### config.mk
export PLATFORM = sky130hd
export DESIGN_NAME = branch_target_unit_flat
export DESIGN_NICKNAME = d
export VERILOG_FILES = /design/src/rtl/branch_target_unit_if.sv /design/src/rtl/branch_target_unit.sv /design/src/flat_wrapper.sv
export SDC_FILE = /design/constraint.sdc
export NUM_CORES = 1
export LEC_CHECK = 0
export ABC_AREA = 1
export CAP_MARGIN = 20
export CORE_MARGIN = 3
export CORE_UTILIZATION = 51
export CTS_CLUSTER_SIZE = 25
export DETAILED_ROUTE_END_ITERATION = 6
export MAX_ROUTING_LAYER = met4
export PLACE_DENSITY = 0.79
export SKIP_CTS_REPAIR_TIMING = 1
export SYNTH_ARGS = -nofsm -noshare
export SYNTH_HDL_FRONTEND = slang
export SYNTH_SLANG_ARGS = --single-unit
### constraint.sdc
create_clock -name clk -period 1.53 [get_ports clk]
set_input_delay 0.153 -clock clk [delete_from_list [all_inputs] [get_ports clk]]
set_output_delay 0.153 -clock clk [all_outputs]
set_load 0.02 [all_outputs]
### src/rtl/branch_target_unit_if.sv
//------------------------------------------------------------------------------
// Module  : branch_target_unit_if
// Purpose : Bundles the decode-side request (valid/op/pc/offset/condition) and
//           the fetch-side redirect response of branch_target_unit.
// Ports   : master - drives valid_in, pc_in, const_in, op_in, cond_in and
//                    observes taken, target, flush, ras_empty, ras_full, ras_err
//           slave  - the branch_target_unit side (mirror of master)
// Revision: 1.0 - initial release
//------------------------------------------------------------------------------
`default_nettype none

interface branch_target_unit_if #(
  parameter int PC_W  = 10,
  parameter int OFF_W = 6
);
  logic             valid_in;
  logic [PC_W-1:0]  pc_in;
  logic [OFF_W:0]   const_in;
  logic [2:0]       op_in;
  logic             cond_in;
  logic             taken;
  logic [PC_W-1:0]  target;
  logic             flush;
  logic             ras_empty;
  logic             ras_full;
  logic             ras_err;

  modport master (
    output valid_in, pc_in, const_in, op_in, cond_in,
    input  taken, target, flush, ras_empty, ras_full, ras_err
  );

  modport slave (
    input  valid_in, pc_in, const_in, op_in, cond_in,
    output taken, target, flush, ras_empty, ras_full, ras_err
  );
endinterface

`default_nettype wire

### src/rtl/branch_target_unit.sv
//------------------------------------------------------------------------------
// Module  : branch_target_unit
// Purpose : Registered branch resolution stage. Computes PC +/- sign-magnitude
//           offset, resolves BCOND/JUMP/CALL/RET, keeps a circular
//           return-address stack and squashes fetches for FLUSH_CYC cycles
//           after every taken redirect.
// Ports   : clk   - rising-edge clock
//           reset - asynchronous active-high reset
//           bus   - branch_target_unit_if.slave (request in, redirect out)
// Revision: 1.0 - initial release
//------------------------------------------------------------------------------
`default_nettype none

module branch_target_unit #(
  parameter int PC_W      = 10,
  parameter int OFF_W     = 6,
  parameter int RAS_DEPTH = 4,
  parameter int FLUSH_CYC = 2
) (
  input  wire logic            clk,
  input  wire logic            reset,
  branch_target_unit_if.slave  bus
);

  localparam int SP_W  = $clog2(RAS_DEPTH);
  localparam int CNT_W = $clog2(RAS_DEPTH + 1);
  localparam int FC_W  = $clog2(FLUSH_CYC + 1);

  localparam logic [SP_W-1:0]  c_SP_LAST  = SP_W'(RAS_DEPTH - 1);
  localparam logic [CNT_W-1:0] c_CNT_FULL = CNT_W'(RAS_DEPTH);
  localparam logic [FC_W-1:0]  c_FC_LOAD  = FC_W'(FLUSH_CYC - 1);

  localparam logic [2:0] c_OP_BCOND = 3'b001;
  localparam logic [2:0] c_OP_JUMP  = 3'b010;
  localparam logic [2:0] c_OP_CALL  = 3'b011;
  localparam logic [2:0] c_OP_RET   = 3'b100;

  typedef enum logic [0:0] {
    S_IDLE  = 1'b0,
    S_FLUSH = 1'b1
  } state_t;

  state_t           r_state;
  logic [FC_W-1:0]  r_fcnt;
  logic             r_taken;
  logic [PC_W-1:0]  r_target;
  logic             r_flush;
  logic             r_ras_err;
  logic [CNT_W-1:0] r_cnt;
  logic [SP_W-1:0]  r_sp;      // next write slot; top of stack is r_sp-1
  logic [PC_W-1:0]  r_ras [RAS_DEPTH];

  logic [PC_W-1:0]  w_off;
  logic [PC_W-1:0]  w_sum;
  logic [PC_W-1:0]  w_pc_inc;
  logic [SP_W-1:0]  w_sp_next;
  logic [SP_W-1:0]  w_sp_prev;
  logic [PC_W-1:0]  w_top;
  logic             w_empty;
  logic             w_eval;
  logic             w_push;
  logic             w_pop;
  logic             w_ret_err;
  logic             w_take;
  logic [PC_W-1:0]  w_tgt_next;

  // Magnitude/sign form: a negative zero simply subtracts 0.
  assign w_off    = PC_W'(bus.const_in[OFF_W-1:0]);
  assign w_sum    = bus.const_in[OFF_W] ? (bus.pc_in - w_off) : (bus.pc_in + w_off);
  assign w_pc_inc = bus.pc_in + PC_W'(1);

  // Explicit wrap so non-power-of-two depths stay circular.
  assign w_sp_next = (r_sp == c_SP_LAST) ? '0 : (r_sp + 1'b1);
  assign w_sp_prev = (r_sp == '0) ? c_SP_LAST : (r_sp - 1'b1);
  assign w_top     = r_ras[w_sp_prev];
  assign w_empty   = (r_cnt == '0);

  // Requests are only honoured while not squashing.
  assign w_eval    = (r_state == S_IDLE) && bus.valid_in;
  assign w_push    = w_eval && (bus.op_in == c_OP_CALL);
  assign w_pop     = w_eval && (bus.op_in == c_OP_RET) && !w_empty;
  assign w_ret_err = w_eval && (bus.op_in == c_OP_RET) && w_empty;
  assign w_take    = w_eval && (((bus.op_in == c_OP_BCOND) && bus.cond_in) ||
                                (bus.op_in == c_OP_JUMP) ||
                                (bus.op_in == c_OP_CALL) ||
                                w_pop);

  always_comb begin
    w_tgt_next = r_target;
    if (w_eval) begin
      case (bus.op_in)
        c_OP_BCOND, c_OP_JUMP, c_OP_CALL: w_tgt_next = w_sum;
        c_OP_RET:                         w_tgt_next = w_empty ? w_pc_inc : w_top;
        default:                          w_tgt_next = r_target;
      endcase
    end
  end

  // Stack storage needs no reset: validity is tracked by r_cnt.
  always_ff @(posedge clk) begin
    if (w_push) begin
      r_ras[r_sp] <= w_pc_inc;
    end
  end

  always_ff @(posedge clk or posedge reset) begin
    if (reset) begin
      r_state   <= S_IDLE;
      r_fcnt    <= '0;
      r_taken   <= 1'b0;
      r_target  <= '0;
      r_flush   <= 1'b0;
      r_ras_err <= 1'b0;
      r_cnt     <= '0;
      r_sp      <= '0;
    end else begin
      r_taken   <= w_take;
      r_ras_err <= w_ret_err;
      r_target  <= w_tgt_next;

      // A push on a full stack overwrites the oldest slot; count saturates.
      if (w_push) begin
        r_sp <= w_sp_next;
        if (r_cnt != c_CNT_FULL) begin
          r_cnt <= r_cnt + 1'b1;
        end
      end else if (w_pop) begin
        r_sp  <= w_sp_prev;
        r_cnt <= r_cnt - 1'b1;
      end

      case (r_state)
        S_IDLE: begin
          if (w_take) begin
            r_state <= S_FLUSH;
            r_fcnt  <= c_FC_LOAD;
            r_flush <= 1'b1;
          end
        end
        S_FLUSH: begin
          if (r_fcnt == '0) begin
            r_state <= S_IDLE;
            r_flush <= 1'b0;
          end else begin
            r_fcnt <= r_fcnt - 1'b1;
          end
        end
        default: begin
          r_state <= S_IDLE;
          r_flush <= 1'b0;
        end
      endcase
    end
  end

  assign bus.taken     = r_taken;
  assign bus.target    = r_target;
  assign bus.flush     = r_flush;
  assign bus.ras_err   = r_ras_err;
  assign bus.ras_empty = w_empty;
  assign bus.ras_full  = (r_cnt == c_CNT_FULL);

endmodule

`default_nettype wire

### src/flat_wrapper.sv
// flat-port wrapper written by rule: the top's interface ports become plain ports
module branch_target_unit_flat 
#(
  parameter int PC_W      = 10,
  parameter int OFF_W     = 6,
  parameter int RAS_DEPTH = 4,
  parameter int FLUSH_CYC = 2
)
  (clk, reset, bus_valid_in, bus_pc_in, bus_const_in, bus_op_in, bus_cond_in, bus_taken, bus_target, bus_flush, bus_ras_empty, bus_ras_full, bus_ras_err);
  branch_target_unit_if #(.PC_W(PC_W), .OFF_W(OFF_W)) bus_i ();
  input  wire logic clk;
  input  wire logic reset;
  input wire logic [$bits(bus_i.valid_in)-1:0] bus_valid_in;
  input wire logic [$bits(bus_i.pc_in)-1:0] bus_pc_in;
  input wire logic [$bits(bus_i.const_in)-1:0] bus_const_in;
  input wire logic [$bits(bus_i.op_in)-1:0] bus_op_in;
  input wire logic [$bits(bus_i.cond_in)-1:0] bus_cond_in;
  output wire logic [$bits(bus_i.taken)-1:0] bus_taken;
  output wire logic [$bits(bus_i.target)-1:0] bus_target;
  output wire logic [$bits(bus_i.flush)-1:0] bus_flush;
  output wire logic [$bits(bus_i.ras_empty)-1:0] bus_ras_empty;
  output wire logic [$bits(bus_i.ras_full)-1:0] bus_ras_full;
  output wire logic [$bits(bus_i.ras_err)-1:0] bus_ras_err;
  assign bus_i.valid_in = bus_valid_in;
  assign bus_i.pc_in = bus_pc_in;
  assign bus_i.const_in = bus_const_in;
  assign bus_i.op_in = bus_op_in;
  assign bus_i.cond_in = bus_cond_in;
  assign bus_taken = bus_i.taken;
  assign bus_target = bus_i.target;
  assign bus_flush = bus_i.flush;
  assign bus_ras_empty = bus_i.ras_empty;
  assign bus_ras_full = bus_i.ras_full;
  assign bus_ras_err = bus_i.ras_err;
  branch_target_unit #(.PC_W(PC_W), .OFF_W(OFF_W), .RAS_DEPTH(RAS_DEPTH), .FLUSH_CYC(FLUSH_CYC)) u_core (.clk(clk), .reset(reset), .bus(bus_i));
endmodule
# Word level (Yosys, flattened, before mapping)
# Memory sizes are Yosys's and may differ from the RTL's.
# Cells that the tools add are included.
# op_classes
add_sub_neg,8
eq_ne,11
n_mux,21
n_bitwise,1
reduce_logical,21
# op_table
operator,count
$mux W10,2
$pmux W10 S2,1
$mux W2,6
$add A10 B1 Y10 const B,1
$add A10 B6 Y10,1
$sub A10 B6 Y10,1
$mux W3,3
$reduce_and A2 Y1,4
$logic_and A1 B1 Y1,7
$eq A3 B2 Y1 const B,2
$eq A3 B3 Y1 const B,2
$mux W1,6
$ne A2 B2 Y1 const B,3
$logic_not A2 Y1,2
$pmux W1 S2,2
$pmux W2 S2,1
$reduce_bool A2 Y1,2
$sub A2 B1 Y2 const B,2
$add A3 B1 Y3 const B,1
$eq A3 B1 Y1 const B,1
$logic_not A3 Y1,1
$logic_or A1 B1 Y1,3
$ne A3 B3 Y1 const B,1
$reduce_or A3 Y1,1
other kinds (6),6
# totals
register_bits,21
ram_bits,40
inputBits,24
out_inout_bits,15
elab_cells,71
memories,1
# mem_list
memory,words,width,rd,rd_ports_with_merged_regs,wr,line_no,text
u_core.r_ras,4,10,1,0,1,branch_target_unit.sv:51,logic [PC_W-1:0] r_ras [RAS_DEPTH];

# Logic depth before layout (Yosys ltp)
# logic_depth
depth_word,8
depth_mapped,17
depth_no_buf,17

# Worst setup path before layout
# Ideal clock, no wire load.
# synth_timing
path_kind,input-to-reg
startpoint,in bus_const_in[1]
endpoint,"reg u_core.r_target[7], in the netlist u_core.bus.target[7]"
setup_time_ns,0.116
arrival_time_ns,1.757
t_required_ns,1.414
setup_slack_ns,-0.344
path_stages,15
n_path_buf,0
path_cell_list,inv_1 ha_1 nand3_1 nand2_1 xor2_1 inv_1 ha_1 a21oi_1 nor2_1 nor2_1 nand3b_1 nand3_1 nand2_1 nand2_1 nand2_1
# synth_between
elab_chain_cells,3
elab_cells_between_ends,4
classes_between,2 x add/sub; 2 x mux
# synth_rtl
element,line_no,text
from (decl),flat_wrapper.sv:15,input wire logic [$bits(bus_i.const_in)-1:0] bus_const_in;
$add A10 B6 Y10 / $sub A10 B6 Y10 (equally long branches),branch_target_unit.sv:69,assign w_sum = bus.const_in[OFF_W] ? (bus.pc_in - w_off) : (bus.pc_in + w_off);
$mux W10 *,branch_target_unit.sv:69,
$pmux W10 S2 *,branch_target_unit.sv:91,case (bus.op_in)
to (signal assigned),branch_target_unit.sv:119,r_target <= w_tgt_next;
to (decl),branch_target_unit.sv:46,logic [PC_W-1:0] r_target;
# Every way passes the cells marked *; elsewhere a longest branch is shown, timed or not.
# A chain may end at the register's enable or synchronous reset.

# Worst setup path in the final report
# layout_timing
startpoint,reg u_core.r_state
endpoint,reg u_core.r_cnt[2]
# layout_between
elab_chain_cells,6
elab_cells_between_ends,9
classes_between,1 x eq/ne; 1 x mux; 1 x bitwise; 6 x reduce/logical
# layout_rtl
element,line_no,text
from (decl),branch_target_unit.sv:43,state_t r_state;
from (signal assigned),branch_target_unit.sv:108,r_state <= S_IDLE;
from (signal assigned),branch_target_unit.sv:135,r_state <= S_FLUSH;
from (signal assigned),branch_target_unit.sv:142,r_state <= S_IDLE;
$not A1 Y1 *,branch_target_unit.sv:79,assign w_eval = (r_state == S_IDLE) && bus.valid_in;
$logic_and A1 B1 Y1 *,branch_target_unit.sv:79,
$logic_and A1 B1 Y1 (2 in series),branch_target_unit.sv:81,assign w_pop = w_eval && (bus.op_in == c_OP_RET) && !w_empty;
$reduce_bool A2 Y1 (no line),n/a,
$reduce_and A2 Y1 (no line),n/a,
to (signal assigned),branch_target_unit.sv:125,r_cnt <= r_cnt + 1'b1;
to (signal assigned),branch_target_unit.sv:129,r_cnt <= r_cnt - 1'b1;
to (decl),branch_target_unit.sv:49,logic [CNT_W-1:0] r_cnt;
# Marks and branches as above.

==> metrics <==
status complete, but fails checks; violated checks negative setup slack; Yosys warnings 0; library cells used by synthesis 39; launch point of the worst path u_core.r_state; cell row count 29; CP max-delay cell dfrtp_1; RSZ-0062 raised after global routing true; # DRC 0; Synth Register Bits 61; Worst slew margin around 77%; Mapped Area ~3600 um2; Hold Crit Class input pin to asynchronous set/reset pin; Max Freq between 500 and 600 MHz; Worst-Skew Late Latency about 0.35 ns; largest net degree at the start of global routing 22; gr usage total roughly a quarter; Max Clock Skew about 0.014 ns; Nets 590; Pre-antenna DRT Iters 6; via count 3,438; TritonCTS clock tree yes; Area Growth Syn to Fin 46.4%; wirelength, routed 10.1 mm; vias in the first global route about 3,200; DRT iter0 DRCs 187; Max IR drop VDD 1340 uV; Syn Nets 462; final count of hold timing violations 0; worst path cell trace nor2_4 > nand4_4 > fa_2 > xor2_1 > nand2_2 > xor2_1 > inv_1; Tot Pwr 7.97 mW; n_diodes 0; sequential share of the synthesized area roughly 48%; most used cell, CP xor2_1; Final Max Tran Viols 0; IO Port Bufs 38; hpwl dp around 6.8 mm; layout cells sized above 1 roughly 33%; max_cap viols 0; CP required 1.77 ns; final core utilization between 70% and 80%; Die H roughly 90 um; Die Wd ~90 um; Clock Tree Buf Depth 2; Root Driver clkbuf_8; CP endpoint kind flop; Worst Tran Pin Value 0.336 ns; commonest non-fill, non-tap cell in the layout nand2_1; P_leak 2.44 nW; max incr delay on CP 0.41 ns; Reg-to-Reg Start u_core.r_state; worst setup path class flop to flop; largest fanout on the critical path 2; H-tree depth 3; gpl congestion slightly below 0.9; Tcrit/Tclk final 111%; IO Pins 39; setup ws final -0.172 ns; final setup violation count 11; post-synthesis cell count 420; clock slew at reported path FFs ~0.080 ns; full die area 8020 um2; initial antenna violation count 0; post-route ant nets 0; first-pass GRT wire length 14.0 mm; arrival time worst endpoint ~1.9 ns; core area ~6600 um2; Fill cells between 400 and 500; most frequent cells in the layout nand2_1, buf_4, nand3_1, edfxtp_1; Worst Reg-to-Reg Cells 7; pwr/cell area between 1500 and 2000 nW/um2; Final min period 1.70 ns; sink count of the clock tree about 60; Starting Density a little over half; Mapped Avg Cell Area 8.48 um2; Worst Setup Start Kind flop; number of vias per cell ~5.3; grt ovf 0; total CTS buffers 9; WL/cell 15.6 um
logic make-up (layout without fill, tap and decap cells):
logic type / count (synthesis) / after routing / share of synthesized area [%]
compound gates: 48 / 48 / 7.59
xor+xnor: 12 / 12 / 2.95
fa+ha+maj: 18 / 18 / 6.74
buf+inv: 61 / 194 / 7.17
flops: 61 / 61 / 48.5
simple gates: 220 / 220 / 27.1
cell usage after synthesis:
| library cell | n | area [um2] |
|---|---|---|
| o22ai_1 | 3 | 18.8 |
| o21a_1 | 1 | 7.51 |
| or2_2 | 2 | 12.5 |
| nor2_2 | 2 | 12.5 |
| nand3_2 | 1 | 10.0 |
| a31oi_1 | 1 | 6.26 |
| dfrtp_1 | 21 | 526 |
| o31ai_1 | 2 | 15.0 |
| o21ai_0 | 14 | 70.1 |
| a21oi_1 | 14 | 70.1 |
| a21oi_2 | 1 | 8.76 |
| xnor2_1 | 4 | 35.0 |
| nand4_4 | 1 | 21.3 |
| nand3b_1 | 3 | 22.5 |
| nor2_1 | 40 | 150 |
| nor2_4 | 2 | 22.5 |
| o21bai_1 | 1 | 7.51 |
| o211ai_1 | 2 | 15.0 |
| edfxtp_1 | 40 | 1200 |
| or2_1 | 1 | 6.26 |
| xor2_1 | 8 | 70.1 |
| buf_2 | 3 | 15.0 |
| clkbuf_1 | 2 | 7.51 |
| nand4_1 | 3 | 18.8 |
| inv_2 | 7 | 26.3 |
| clkinv_1 | 1 | 3.75 |
| nor3_1 | 1 | 5.00 |
| ha_1 | 16 | 200 |
| nand2_1 | 114 | 428 |
| nand3_1 | 47 | 235 |
| o21ai_1 | 7 | 35.0 |
| o221ai_1 | 1 | 8.76 |
| a21o_1 | 1 | 7.51 |
| inv_1 | 43 | 161 |
| nor3b_1 | 1 | 7.51 |
| buf_4 | 4 | 30.0 |
| buf_6 | 1 | 11.3 |
| fa_1 | 2 | 40.0 |
| nand2_2 | 2 | 12.5 |
layer usage:
metal  share of wire (%)  GRT usage [%]  wire length [um]  up-vias
met2                  53           40.6              5370      142
met4                 2.5           9.34               255        0
met3                 5.5           5.57               556       31
li1                    -              -                 -     1650
met1                  39           28.2              3890     1615
met5                   0              -                 0        -
registers in the layout (all words and copies together) (netlist names):
| register | count |
|---|---|
| u_core.r_ras | 40 |
| u_core.bus.target | 10 |
| u_core.r_cnt | 3 |
| u_core.r_fcnt | 2 |
| u_core.r_sp | 2 |
| u_core.bus.flush | 1 |
| u_core.bus.ras_err | 1 |
| u_core.bus.taken | 1 |
| u_core.r_state | 1 |
through the flow:
step / std cells / setup TNS (ns) / hold WS (ns) / cell area [um2] / setup WS, ns
6_report: 646 / -1.17 / 0.167 / 5220 / -0.172
4_1_cts: 632 / -5.34 / 0.162 / 4890 / -0.581
2_1_floorplan: 420 / -0.884 / 0.130 / 3670 / -0.0879
3_3_place_gp: 616 / -20.81 / 0.464 / 4690 / -0.895
3_5_place_dp: 616 / -23.44 / 0.468 / 4690 / -0.953
5_1_grt: 646 / -2.49 / 0.197 / 5220 / -0.287
power by group:
group | internal (mW) | total [mW] | switching, mW
Clock | 0.756 | 1.45 | 0.691
Combinational | 1.91 | 4.28 | 2.38
Sequential | 2.05 | 2.24 | 0.188
cell type report:
type	count	area [um2]	share of cell area, %
Clock inverter	7	75.1	1.44
Multi-Input combinational cell	298	1830	35.2
Inverter	51	220	4.22
Tap cell	93	116	2.23
Clock buffer	9	124	2.38
Timing Repair Buffer	127	1120	21.4
Sequential cell	61	1730	33.1
path summary, 6_finish.rpt:
kind / endpoint / slack, ns
max in group asynchronous: u_core.r_cnt[0] / 1.12
worst max-delay path: u_core.r_cnt[2] / -0.17
worst max register to register: u_core.r_cnt[2] / -0.17
worst min register to register: u_core.bus.flush / 0.49
min in group clk: u_core.r_ras[1][0] / 0.32
worst min-delay path: u_core.bus.target[0] / 0.17
worst max-delay path: cells and delay by family (launching register included):
kind	cells	cell delay, ns
xor+xnor	2	0.43
flops	1	0.41
fa+ha+maj	1	0.37
simple gates	3	0.33
buf+inv	1	0.06
No activity file was read; power rests on OpenSTA's default activity.
==> RTL edit, RTL diff (same flow settings) <==
`RAS_DEPTH` is set to 4 in 2 places; all go to 8.
--- a/src/rtl/branch_target_unit.sv
+++ b/src/rtl/branch_target_unit.sv
@@ -14,7 +14,7 @@
 module branch_target_unit #(
   parameter int PC_W      = 10,
   parameter int OFF_W     = 6,
-  parameter int RAS_DEPTH = 4,
+  parameter int RAS_DEPTH = 8,
   parameter int FLUSH_CYC = 2
 ) (
   input  wire logic            clk,
--- a/src/flat_wrapper.sv
+++ b/src/flat_wrapper.sv
@@ -3,7 +3,7 @@
 #(
   parameter int PC_W      = 10,
   parameter int OFF_W     = 6,
-  parameter int RAS_DEPTH = 4,
+  parameter int RAS_DEPTH = 8,
   parameter int FLUSH_CYC = 2
 )
   (clk, reset, bus_valid_in, bus_pc_in, bus_const_in, bus_op_in, bus_cond_in, bus_taken, bus_target, bus_flush, bus_ras_empty, bus_ras_full, bus_ras_err);
Check against the original RTL: same outputs for any inputs over 10 cycles, from zero or initial values and one cycle with reset high; that may be too few to reach the edited logic, so the function may still have changed.
==> RTL edit against the original RTL <==
The run still ends with negative setup slack left; wire length grew 56%; sequential share of layout area up 4.5 points; first-iteration DRC count increased by 120%; combinational power rose by 94%; setup slack worse by 0.20 ns; critical endpoint is now u_core.bus.target[2]$_DFFE_PP0P_; synthesized area rose by 54%; largest power group unchanged; die area grew 50%; fmax fell by 10%; cell area rose by 52%; power is 74% higher; sequential cell count up 42; critical path depth grew 6.
==> RTL edit: results <==
set metrics [dict create \
    status "finished with violations" \
    violations "negative setup slack" \
    place_area_um2 7130 \
    wl_met3_um 1010 \
    met1_usage 0.300 \
    tns_ns -20.63 \
    gp_congestion 0.976 \
    largest_register_ffs 80 \
    cts.sinks 103 \
    crit_end "u_core.bus.target[2]$_DFFE_PP0P_" \
    tightest_slew_ns 0.322 \
    synth_nets 649 \
    nNonClkBuffers 149 \
    synth_area_leaders "edfxtp_1 44%, nand2_1 12%, dfrtp_1 10%" \
    routed_wl_um 15700 \
    placedCellCount 863 \
    multi_input_area_share 0.342 \
    worst_slack_ns -0.370 \
    met1Wirelength_um 6080 \
    cts.clk_slew.worst_paths_ns 0.11 \
    nets 795 \
    rr_startpoint "u_core.r_sp[1]$_DFFE_PP0P_" \
    dr.pass1.iters 5 \
    worstPathArrival_ns 2.20 \
    setup_viol 94 \
    synthCells 605 \
    preCtsSetupSlack_ns -1.10 \
    async_flop_share 0.223 \
    regArea_um2 2980 \
]
-- RTL edit: changes by cell type after synthesis, moves of 7 or more --
cell      delta
nand2_1     +61
edfxtp_1    +40
inv_1       +26
nor2_1      +14
o21ai_0     +13
nand3_1     +12
buf_2        +7
-- RTL edit: critical path, stage by stage, from the launching register on --
cell	delay, ns
dfrtp_2	0.40
inv_4	0.04
ha_4	0.15
ha_4	0.17
inv_6	0.11
nand2_8	0.10
buf_12	0.15
a21oi_1	0.13
o21ai_1	0.09
nand3_1	0.07
nand2_1	0.11
nand2_2	0.11
nand2_1	0.07
a21oi_2	0.10
-- RTL edit: kinds of logic after synthesis --
logic type | synth area share
AND/OR/NAND/NOR | 0.255
flip-flops | 0.542
buffers and inverters | 0.0686
AO/OA/AOI/OAI | 0.0683
adder cells (fa/ha/maj) | 0.0483
XOR/XNOR | 0.0175
-- RTL edit: power breakdown --
part	total, mW	switching (mW)	internal [mW]
clock	1.93	0.986	0.944
combinational	8.31	4.67	3.64
sequential	3.60	0.250	3.35
